<file path="src/rtl/call_stack.sv">
// ---------------------------------------------------------------------------
// call_stack
//   Hardware return stack for the CPU. Saves {PC, flags, interrupt-frame}
//   on JSB / interrupt entry and restores them on RET / RETI. Supports
//   tail-call replace (push+pop), sticky error reporting and RET/RETI
//   frame-type checking.
//
// Parameters
//   ADDR_W  PC width in bits
//   FLAG_W  saved flag bits per frame
//   DEPTH   number of frames (any integer >= 2)
//
// Ports
//   clk_i        rising-edge clock
//   rst_i        asynchronous reset, active-low
//   clk_en_i     state updates only when 1
//   push_i       push a frame
//   pop_i        pop a frame
//   int_frame_i  pushed frame is an interrupt frame
//   reti_i       pop is a RETI (0 = RET)
//   pc_i         return PC to save
//   flags_i      flags to save
//   err_clr_i    clear sticky errors
//   top_pc_o     PC of top-of-stack frame (0 when empty)
//   top_flags_o  flags of top-of-stack frame (0 when empty)
//   top_int_o    top frame is an interrupt frame (0 when empty)
//   count_o      frames held, 0..DEPTH
//   empty_o      count_o == 0
//   full_o       count_o == DEPTH
//   err_o        sticky {mismatch, underflow, overflow}
//
// Configuration
//   STACK_WRAP_EN  when defined, a push on a full stack overwrites the
//                  oldest frame (circular storage) instead of being dropped;
//                  err_o[0] is still raised as a warning.
// ---------------------------------------------------------------------------
module call_stack #(
    parameter int ADDR_W = 12,
    parameter int FLAG_W = 2,
    parameter int DEPTH  = 16
) (
    input  logic                       clk_i,
    input  logic                       rst_i,
    input  logic                       clk_en_i,
    input  logic                       push_i,
    input  logic                       pop_i,
    input  logic                       int_frame_i,
    input  logic                       reti_i,
    input  logic [ADDR_W-1:0]          pc_i,
    input  logic [FLAG_W-1:0]          flags_i,
    input  logic                       err_clr_i,
    output logic [ADDR_W-1:0]          top_pc_o,
    output logic [FLAG_W-1:0]          top_flags_o,
    output logic                       top_int_o,
    output logic [$clog2(DEPTH+1)-1:0] count_o,
    output logic                       empty_o,
    output logic                       full_o,
    output logic [2:0]                 err_o
);

    localparam int CNT_W = $clog2(DEPTH + 1);
    localparam int PTR_W = $clog2(DEPTH);

    typedef struct packed {
        logic [ADDR_W-1:0] pc;
        logic [FLAG_W-1:0] flags;
        logic              is_int;
    } frame_t;

    frame_t            mem [DEPTH];
    logic [CNT_W-1:0]  count_q, count_d;
    // Next free slot. In linear use it always equals count; in circular use
    // it wraps modulo DEPTH, so one pointer serves both builds.
    logic [PTR_W-1:0]  wr_ptr_q, wr_ptr_d;
    logic [2:0]        err_q, err_d;

    logic [PTR_W-1:0]  top_ptr;
    frame_t            top_frame;
    frame_t            new_frame;
    logic              empty, full;
    logic              replace, push_only, pop_only, pop_valid;
    logic              mismatch, underflow, overflow;
    logic              we;
    logic [PTR_W-1:0]  wr_idx;

    function automatic logic [PTR_W-1:0] ptr_inc(input logic [PTR_W-1:0] p);
        return (p == PTR_W'(DEPTH - 1)) ? '0 : p + PTR_W'(1);
    endfunction

    function automatic logic [PTR_W-1:0] ptr_dec(input logic [PTR_W-1:0] p);
        return (p == '0) ? PTR_W'(DEPTH - 1) : p - PTR_W'(1);
    endfunction

    // NOTE: combinational logic uses blocking '=' with every output given a
    // default first, so no latch is inferred on any path.
    always_comb begin
        empty     = (count_q == '0);
        full      = (count_q == CNT_W'(DEPTH));
        top_ptr   = ptr_dec(wr_ptr_q);
        top_frame = empty ? '0 : mem[top_ptr];
        new_frame = '{pc: pc_i, flags: flags_i, is_int: int_frame_i};

        // Push+pop on an empty stack degrades to a plain push.
        replace   = push_i && pop_i && !empty;
        push_only = push_i && (!pop_i || empty);
        pop_only  = pop_i && !push_i;
        pop_valid = pop_i && !empty;

        // Mismatch is judged against the outgoing frame, also on replace.
        mismatch  = pop_valid && (reti_i != top_frame.is_int);
        underflow = pop_only && empty;
        overflow  = push_only && full;

        we       = 1'b0;
        wr_idx   = wr_ptr_q;
        count_d  = count_q;
        wr_ptr_d = wr_ptr_q;

        if (replace) begin
            we     = 1'b1;
            wr_idx = top_ptr;
        end else if (push_only) begin
            if (!full) begin
                we       = 1'b1;
                wr_ptr_d = ptr_inc(wr_ptr_q);
                count_d  = count_q + CNT_W'(1);
            end else begin
`ifdef STACK_WRAP_EN
                // When full, wr_ptr_q addresses the oldest frame.
                we       = 1'b1;
                wr_ptr_d = ptr_inc(wr_ptr_q);
`endif
            end
        end else if (pop_only && !empty) begin
            wr_ptr_d = ptr_dec(wr_ptr_q);
            count_d  = count_q - CNT_W'(1);
        end

        // A newly raised error wins over a simultaneous clear.
        err_d = (err_clr_i ? 3'b000 : err_q) | {mismatch, underflow, overflow};
    end

    // NOTE: sequential state uses non-blocking '<=' so every register samples
    // the pre-edge values regardless of block ordering.
    always_ff @(posedge clk_i or negedge rst_i) begin
        if (!rst_i) begin
            count_q  <= '0;
            wr_ptr_q <= '0;
            err_q    <= '0;
        end else if (clk_en_i) begin
            count_q  <= count_d;
            wr_ptr_q <= wr_ptr_d;
            err_q    <= err_d;
        end
    end

    // NOTE: the frame RAM has no reset; validity is tracked by count_q alone.
    // rst_i gates the write so nothing lands while reset is asserted.
    always_ff @(posedge clk_i) begin
        if (rst_i && clk_en_i && we) begin
            mem[wr_idx] <= new_frame;
        end
    end

    assign top_pc_o    = top_frame.pc;
    assign top_flags_o = top_frame.flags;
    assign top_int_o   = top_frame.is_int;
    assign count_o     = count_q;
    assign empty_o     = empty;
    assign full_o      = full;
    assign err_o       = err_q;

endmodule

</file>
<file path="config.mk">
export PLATFORM = sky130hd
export DESIGN_NAME = call_stack
export DESIGN_NICKNAME = d
export VERILOG_FILES = /design/src/rtl/call_stack.sv
export SDC_FILE = /design/constraint.sdc
export NUM_CORES = 1
export LEC_CHECK = 0
export CORE_ASPECT_RATIO = 0.75
export CORE_UTILIZATION = 45
export CTS_BUF_LIST = sky130_fd_sc_hd__clkbuf_2
export DETAILED_ROUTE_END_ITERATION = 16
export GPL_TIMING_DRIVEN = 1
export PLACE_DENSITY = 0.68
export SYNTH_ARGS = -nofsm -noshare
export SYNTH_HDL_FRONTEND = slang
export SYNTH_SLANG_ARGS = --single-unit
export TNS_END_PERCENT = 20
</file>
<file path="constraint.sdc">
create_clock -name clk_i -period 3.85 [get_ports clk_i]
set_input_delay 1.155 -clock clk_i [delete_from_list [all_inputs] [get_ports clk_i]]
set_output_delay 1.155 -clock clk_i [all_outputs]
set_load 0.01 [all_outputs]
</file>
# Word level (Yosys, flattened, before mapping)
# Memory sizes are Yosys's and may differ from the RTL's.
# Cells that the tools add are included.
# W data, S select, Z words.
[word_totals]
latch_bits = 0
ram_bits = 240
output_inout_bits = 25
mem_bits_ro = 0
memories = 1
input_bits = 22
register_bits = 12
elab_cells = 49
[op_classes]
div_mod_pow = 0
shifts = 0
n_bitwise = 2
muxes = 16
addsub = 4
n_eq_ne = 4
order_cmp = 0
reduce_logical = 19
multipliers = 0
[mem_list]
columns = ["name", "words", "word_bits", "read_ports", "rd_ports_with_merged_regs", "write_ports", "line", "source"]
rows = [
  ["mem", 16, 15, 1, 0, 1, "70", "frame_t mem [DEPTH];"],
]
[ops]
columns = ["cell", "n"]
rows = [
  ["$mux W4", 6],
  ["$mux W15", 1],
  ["$mux W5", 3],
  ["$logic_and A1 B1 Y1", 11],
  ["$add A5 B1 Y5 const B", 1],
  ["$eq A5 B5 Y1 const B", 1],
  ["$logic_not A5 Y1", 1],
  ["$mux W1", 5],
  ["$sub A5 B1 Y5 const B", 1],
  ["$add A4 B1 Y4 const B", 1],
  ["$eq A4 B4 Y1 const B", 1],
  ["$logic_not A4 Y1", 1],
  ["$reduce_and A4 Y1", 1],
  ["$sub A4 B1 Y4 const B", 1],
  ["$logic_not A1 Y1", 3],
  ["$mux W3", 1],
  ["$or A3 B3 Y3", 1],
  ["$ne A2 B2 Y1 const B", 1],
  ["$reduce_bool A2 Y1", 1],
  ["$logic_or A1 B1 Y1", 1],
  ["$ne A1 B1 Y1", 1],
  ["$not A1 Y1", 1],
]

# Depth between registers and ports, before layout
# Gate-level depths: netlist (run 1).
[depth]
word_depth = 8
depth_mapped = 12
depth_no_buf = 11

# Worst setup path before layout (run 1)
# OpenSTA, ideal clock, no wires.
[synth_path]
kind = "register to output"
from = "register wr_ptr_q[0]"
to = "output top_flags_o[0]"
stages_incl_launch_ff = 13
setup_slack_ns = 0.211
n_path_buf = 4
t_required_ns = 2.695
arrival_ns = 2.484
cell_sequence = "dfrtp_1 -> buf_2 -> inv_1 -> ha_1 -> buf_4 -> nor3b_4 -> nor2_2 -> buf_4 -> buf_4 -> mux4_2 -> nor2_1 -> a21oi_1 -> nor2_1"
[synth_via]
elab_chain_len = 4
elab_cells_between_ends = 5
classes_between = "1 x add/sub; 2 x mux; 1 x reduce/logical; 1 x memory"
[synth_lines]
columns = ["element", "line", "source"]
rows = [
  ["start, declared", "74", "logic [PTR_W-1:0] wr_ptr_q, wr_ptr_d;"],
  ["start signal, assigned", "152", "wr_ptr_q <= wr_ptr_d;"],
  ["$sub A4 B1 Y4 / $logic_not A4 Y1 (equally long branches)", "91", "return (p == '0) ? PTR_W'(DEPTH - 1) : p - PTR_W'(1);"],
  ["$mux W4 *", "91", ""],
  ["$mem_v2 Z16 W15 *", "n/a", ""],
  ["$mux W15 *", "100", "top_frame = empty ? '0 : mem[top_ptr];"],
  ["end, declared", "53", "output logic [FLAG_W-1:0] top_flags_o,"],
]
# Every way passes the cells marked *; elsewhere a longest branch is shown, timed or not.

# Worst setup path after layout (run 1)
[layout_path]
from = "register wr_ptr_q[0]"
to = "output top_pc_o[9]"
[layout_via]
elab_chain_len = 4
elab_cells_between_ends = 5
classes_between = "1 x add/sub; 2 x mux; 1 x reduce/logical; 1 x memory"
[layout_lines]
columns = ["element", "line", "source"]
rows = [
  ["$sub A4 B1 Y4 / $logic_not A4 Y1 (equally long branches)", "91", ""],
  ["$mux W4 *", "91", ""],
  ["$mem_v2 Z16 W15 *", "n/a", ""],
  ["$mux W15 *", "100", ""],
  ["end, declared", "52", "output logic [ADDR_W-1:0] top_pc_o,"],
]
# Marked as above.

==> results of run 1 <==
state kept, by name, summed over array words and instances, names as in the netlist:
register,cells
count_o,5
err_o,3
mem,240
wr_ptr_q,4
metal layers:
layer	up-vias	part of all wire	global-route usage	wire, um
met4	0	0.020	0.0725	507
met5	-	0	0	0
met2	272	0.46	0.332	11900
met1	3345	0.44	0.311	11400
met3	52	0.078	0.0598	2010
li1	2788	-	-	-
power breakdown:
group / switching, mW / total, mW / internal (mW)
logic: 3.12 / 6.43 / 3.31
registers: 0.112 / 3.23 / 3.12
clock network: 1.03 / 1.69 / 0.661
cell families (layout without fill, tap and decap cells):
logic type,after synthesis,in the layout,share of synthesized area
xor+xnor,11,11,0.0109
flops,252,252,0.714
mux,73,73,0.121
buf+inv,48,261,0.0253
simple gates,148,148,0.0679
compound gates,74,74,0.0517
fa+ha+maj,7,7,0.00904
metrics by stage:
step	std cells	setup TNS [ps]	hold WS, ps	utilization
3_3_place_gp	990	-193	468	0.516
2_1_floorplan	613	0	512	-
4_1_cts	1116	-7850	502	0.560
3_5_place_dp	990	-650	479	0.516
6_report	1126	-7040	501	0.567
5_1_grt	1126	-8950	532	0.567
cell usage in the layout, fill, tap and decap left out, types with 7 or more instances in the layout:
master           count
edfxtp_1           240
clkbuf_2            85
buf_4               65
nand2_1             59
mux4_2              43
clkdlybuf4s50_1     30
nor2_1              23
mux2i_1             22
clkinv_1            18
buf_12              18
nand3_1             17
buf_2               15
a211oi_2            13
a21oi_1             10
dfrtp_1             10
inv_1                9
xnor2_1              9
a31oi_1              8
buf_6                8
a211oi_1             7
nor2b_1              7
final cells by class:
cell class                      instances  area, sq um
Timing Repair Buffer                  143         1500
Sequential cell                       252         7510
Tap cell                              300          375
Multi-Input combinational cell        313         3050
Inverter                               11         41.3
Fill cell                            1769         9930
Clock buffer                           85          425
Clock inverter                         22          110
worst max-delay path, cell delays in order (launching register included):
cell and delay [ps]:
dfrtp_1 390, inv_2 60, ha_4 160, nor3b_4 160
nor2_4 140, buf_12 170, buf_16 140, buf_4 120
mux4_2 520, a211oi_2 270, a211oi_2 70, buf_2 150
worst max path at each step:
stage | depth (start not counted) | to | startpoint
after floorplan | 12 | top_flags_o[0] | wr_ptr_q[0]
after global placement | 9 | top_pc_o[4] | wr_ptr_q[0]
after detailed placement | 9 | top_pc_o[4] | wr_ptr_q[0]
after CTS | 12 | top_pc_o[9] | wr_ptr_q[0]
after global routing | 12 | top_pc_o[9] | wr_ptr_q[0]
final | 11 | top_pc_o[9] | wr_ptr_q[0]
repair_timing:
action                                  in CTS  in global routing
gates resized for setup                    118                 16
endpoints found under the setup margin      16                 16
pin swaps                                   24                 14
gates cloned                                 4                  0
buffers inserted                            16                 10
==> results.yml, run 1 <==
setup_path:
  end_kind: "output pin"
  startpoint_type: "flop"
  r2r_cells: 9
  rrSetupSlack_ps: 690
  reg2reg_from: "wr_ptr_q[0]"
  r2r_end: "mem[1][1]"
  critPathArrivalTime_ps: 3230
  cp_max_fo: 8
  worstPathRequired_ps: 2690
  timing_worst_setup_path_type: "flop to output pin"
clocking:
  cts_buffer_depth: 3
  insertion_delay_ps: 860
  h-tree-depth: 2
  cts_buffers: 58
  cts.sinks: 252
  clk_pin_slew_ps: 130
  cts_root_buffer: "clkbuf_2"
  cts_hold_buf: 0
  cts_tree: "done"
detailed_routing:
  routed_wl_um: 25800
  drtAntennaViolNets: 0
  drt_first_pass_iters: 5
  drc: 0
  wl_per_cell_um: 22.9
  drt_iter0_drc: 522
  viasPerCell: 5.73
  vias: 6457
die:
  dieHeight_um: 134
  dieArea_sq_um: 24000
  core_area_sq_um: 22900
  start_util: 0.458
  row_count: 48
  die_w_um: 179
  io_pins: 47
global_routing:
  grt_pass1_vias: 6605
  grt_pass1_wl_um: 38300
  track_usage: 0.220
  grt_max_degree: 19
  antenna_found_initial: 0
  gr-total-overflow: 0
synth:
  ys_warn_count: 0
  synth_edf_count: 240
  synth.top_cells.by_area: "edfxtp_1 69%, mux4_2 9.2%, dfrtp_1 2.9%"
  ys.flop_type: "edfxtp_1"
  synth_area_per_cell_sq_um: 17.2
  ys_seq_elements: 252
  synth.most_common_cell: "edfxtp_1"
  synthArstFlopShare: 0.0476
  netlist_instances: 613
  yosysTopAreaCell: "edfxtp_1"
  synth_commonest_cells: "240 x edfxtp_1, 60 x nand2_1, 43 x mux4_2"
  syn-num-nets: 642
  synth.top_cell.area_share: 0.685
  syn-cell-area_sq_um: 10500
  yosysUniqueCellTypes: 57
  yosysSeqAreaShare: 0.714
status:
  violations: "negative setup slack"
  status: "complete, but fails checks"
timing:
  finalCritPeriodShare: 1.14
  worst_pin_slew_ps: 602
  fin_crit_ps: 4380
  setup_viol: 15
  finClkSkew_ps: 72.0
  setup_ws_ps: -530
  fmax_mhz: 228
  maxSlewHeadroom: 0.596
  slew_violations: 0
  rsz0062_at_grt: "yes"
  timing_hold_violations_final: 0
power:
  p_total_mw: 11.4
  ir_drop_v: 0.000407
  p_leak_nw: 4.59
  power_density_nw_per_um2: 873
placement:
  dp_hpwl_um: 15000
  pre_cts_ws_ps: -94.6
  dpl-instance-area_sq_um: 11800
  portBuffers: 46
  place.gp.congestion: 0.846
run:
  cap_violations: 0
finish:
  fin_area_sq_um: 13000
  fin_nets: 808
  antenna_cells: 0
  drive_gt1_frac: 0.372
  syn2layout_area_growth_pct: 23.7
hold_path:
  hold_class: "flop to flop"
  min_to: "err_o[2]"
  holdPathStages: 1
  hold_start: "err_o[2]"
Power figures use the tool's default switching activity.
==> inputs of run 2 (changes only) <==
CORE_ASPECT_RATIO = unset   (was 0.75)
CTS_CLUSTER_DIAMETER = 80   (was unset)
SETUP_SLACK_MARGIN = 0.5   (was unset)
==> run 2 against run 1 <==
The run still ends with negative setup slack left. Global-route usage is 1.3 points lower. Sequential power hardly changed. Cell area is 1.7% lower. Final cell count is 0.36% higher. Combinational power is 10% lower. First-iteration DRC count is 5.7% lower. Register-to-register slack better by 40 ps. Highest routed layer unchanged.
==> results.yml, run 2 (synthesis results as in run 1) <==
setup_path:
  worstPathCellList: "inv_6 > ha_4 > nor3b_4 > nor2_4 > buf_6 > buf_12 > buf_12 > mux4_2 > mux2_4 > a21oi_4 > nor2_2 > buf_2"
  reg2reg_from: "wr_ptr_q[0]"
  worstPathRequired_ps: 2690
  cp_max_fo: 6
  critPathArrivalTime_ps: 3290
  end_kind: "output pin"
  r2r_cells: 9
  path_buf_inv: 5
  path_common_cell: "buf_12"
  crit_path_top_delay_cell: "mux4_2"
  critPathMaxStageDelay_ps: 480
  rrSetupSlack_ps: 730
  timing_worst_setup_path_type: "flop to output pin"
  startpoint_type: "flop"
  r2r_end: "mem[7][11]"
  cp_top_family: "multiplexers"
finish:
  largest_reg_flops: 240
  top_register: "mem"
  final_common_cell: "edfxtp_1"
  drive_gt1_frac: 0.370
  syn2layout_area_growth_pct: 21.6
  fill_cells: 1791
  multi_input_area_sq_um: 3000
  antenna_cells: 0
  final_cell_mix: "240 x edfxtp_1, 85 x clkbuf_2, 75 x buf_4, 59 x nand2_1, 43 x mux4_2"
  fin_area_sq_um: 12800
  seq_area_sq_um: 7510
  fin_nets: 806
detailed_routing:
  wl_per_cell_um: 21.1
  drt_iter0_drc: 492
  vias: 6182
  drc: 0
  viasPerCell: 5.47
  routed_wl_um: 23900
  drtAntennaViolNets: 0
  drt_first_pass_iters: 4
die:
  row_count: 55
  start_util: 0.462
  io_pins: 47
  core_area_sq_um: 22800
  die_w_um: 155
  dieArea_sq_um: 24000
  dieHeight_um: 155
hold_path:
  hold_start: "err_o[1]"
  hold_class: "flop to flop"
  min_to: "err_o[1]"
  holdPathStages: 2
power:
  p_int_mw: 6.69
  p_sw_frac: 0.374
  ir_drop_v: 0.000436
  p_comb_frac: 0.541
  p_clk_frac: 0.156
  power_density_nw_per_um2: 836
  p_leak_nw: 4.50
  p_total_mw: 10.7
  power_switching_mw: 4.00
  pwr-share-seq: 0.302
timing:
  fmax_mhz: 225
  rsz0062_at_grt: "yes"
  slew_violations: 0
  finClkSkew_ps: 47.7
  finalCritPeriodShare: 1.16
  fin_crit_ps: 4450
  worst_pin_slew_ps: 609
  setup_viol: 15
  maxSlewHeadroom: 0.591
  timing_hold_violations_final: 0
  setup_ws_ps: -599
placement:
  dp_hpwl_um: 14700
  dpl-instance-area_sq_um: 12000
  portBuffers: 46
  place.gp.congestion: 0.856
clocking:
  cts.sinks: 252
  cts_buffer_depth: 3
  cts_buffers: 58
  cts_hold_buf: 0
  insertion_delay_ps: 860
  cts_tree: "done"
  cts_root_buffer: "clkbuf_2"
  clk_pin_slew_ps: 120
  h-tree-depth: 2
global_routing:
  track_usage: 0.208
  antenna_found_initial: 0
  gr-total-overflow: 0
  grt_max_degree: 28
  grt_pass1_vias: 6343
  grt_pass1_wl_um: 36800
run:
  cap_violations: 0
status:
  violations: "negative setup slack"
  status: "complete, but fails checks"
## run 2: changes by cell type in the layout (fill, tap and decap cells not counted), sizes merged
| cell | previous run | this run |
|---|---|---|
| clkinv | 19 | 12 |
| clkbuf | 85 | 86 |
| dlymetal6s2s | 1 | 0 |
| dlygate4sd2 | 0 | 1 |
| buf | 110 | 108 |
| clkinvlp | 0 | 1 |
| bufbuf | 2 | 1 |
| inv | 13 | 12 |
## run 2: worst max path at each step
stage / start / to / slack [ps] / cells past startpoint
after global placement: wr_ptr_q[0] / top_pc_o[10] / 7 / 10
after CTS: wr_ptr_q[0] / top_flags_o[0] / -630 / 12
final: wr_ptr_q[0] / top_flags_o[0] / -600 / 12
after detailed placement: wr_ptr_q[0] / top_pc_o[7] / -9 / 10
after floorplan: wr_ptr_q[0] / top_flags_o[0] / 430 / 11
after global routing: wr_ptr_q[0] / top_pc_o[2] / -740 / 12
## run 2: cell type report
class,instances,share of cell area
Timing Repair Buffer,141,0.103
Clock buffer,85,0.0333
Multi-Input combinational cell,313,0.235
Tap cell,313,0.0306
Sequential cell,252,0.587
Clock inverter,15,0.00744
Inverter,11,0.00362
## run 2: per-layer routing
metal	share of wire	vias up	global-route usage
met3	0.062	32	0.0409
met5	0	-	0
met1	0.43	3155	0.288
met2	0.49	214	0.332
met4	0.017	0	0.0669
li1	-	2781	-
## run 2: power groups by stage
stage	registers [mW]	logic (mW)	clock network, mW
after CTS	3.22	5.66	1.72
after floorplan	3.26	3.64	0
after global placement	3.27	5.49	0
after detailed placement	3.28	5.55	0
after global routing	3.24	6.21	1.86
final	3.23	5.79	1.67
## run 2: tightest hold or removal path: stages (launching register included)
cell and delay, ps:
dfrtp_1 370, nand2_1 50, o31ai_1 60
## run 2: metrics by stage
step	util	worst slack (ps)	std cells	hold slack [ps]	setup TNS [ps]
final	0.561	-599	1130	502	-8120
after global routing	0.561	-736	1130	525	-10250
after CTS	0.557	-628	1128	509	-8790
after detailed placement	0.527	-8.82	1016	484	-8.82
after global placement	0.527	7.15	1016	463	0
after floorplan	-	425	613	512	0
## run 2: timing repair
item / CTS / global route
gates resized for setup: 81 / 14
setup endpoints to repair: 17 / 17
pin swaps: 29 / 15
setup buffers: 10 / 1
cloned: 2 / 1
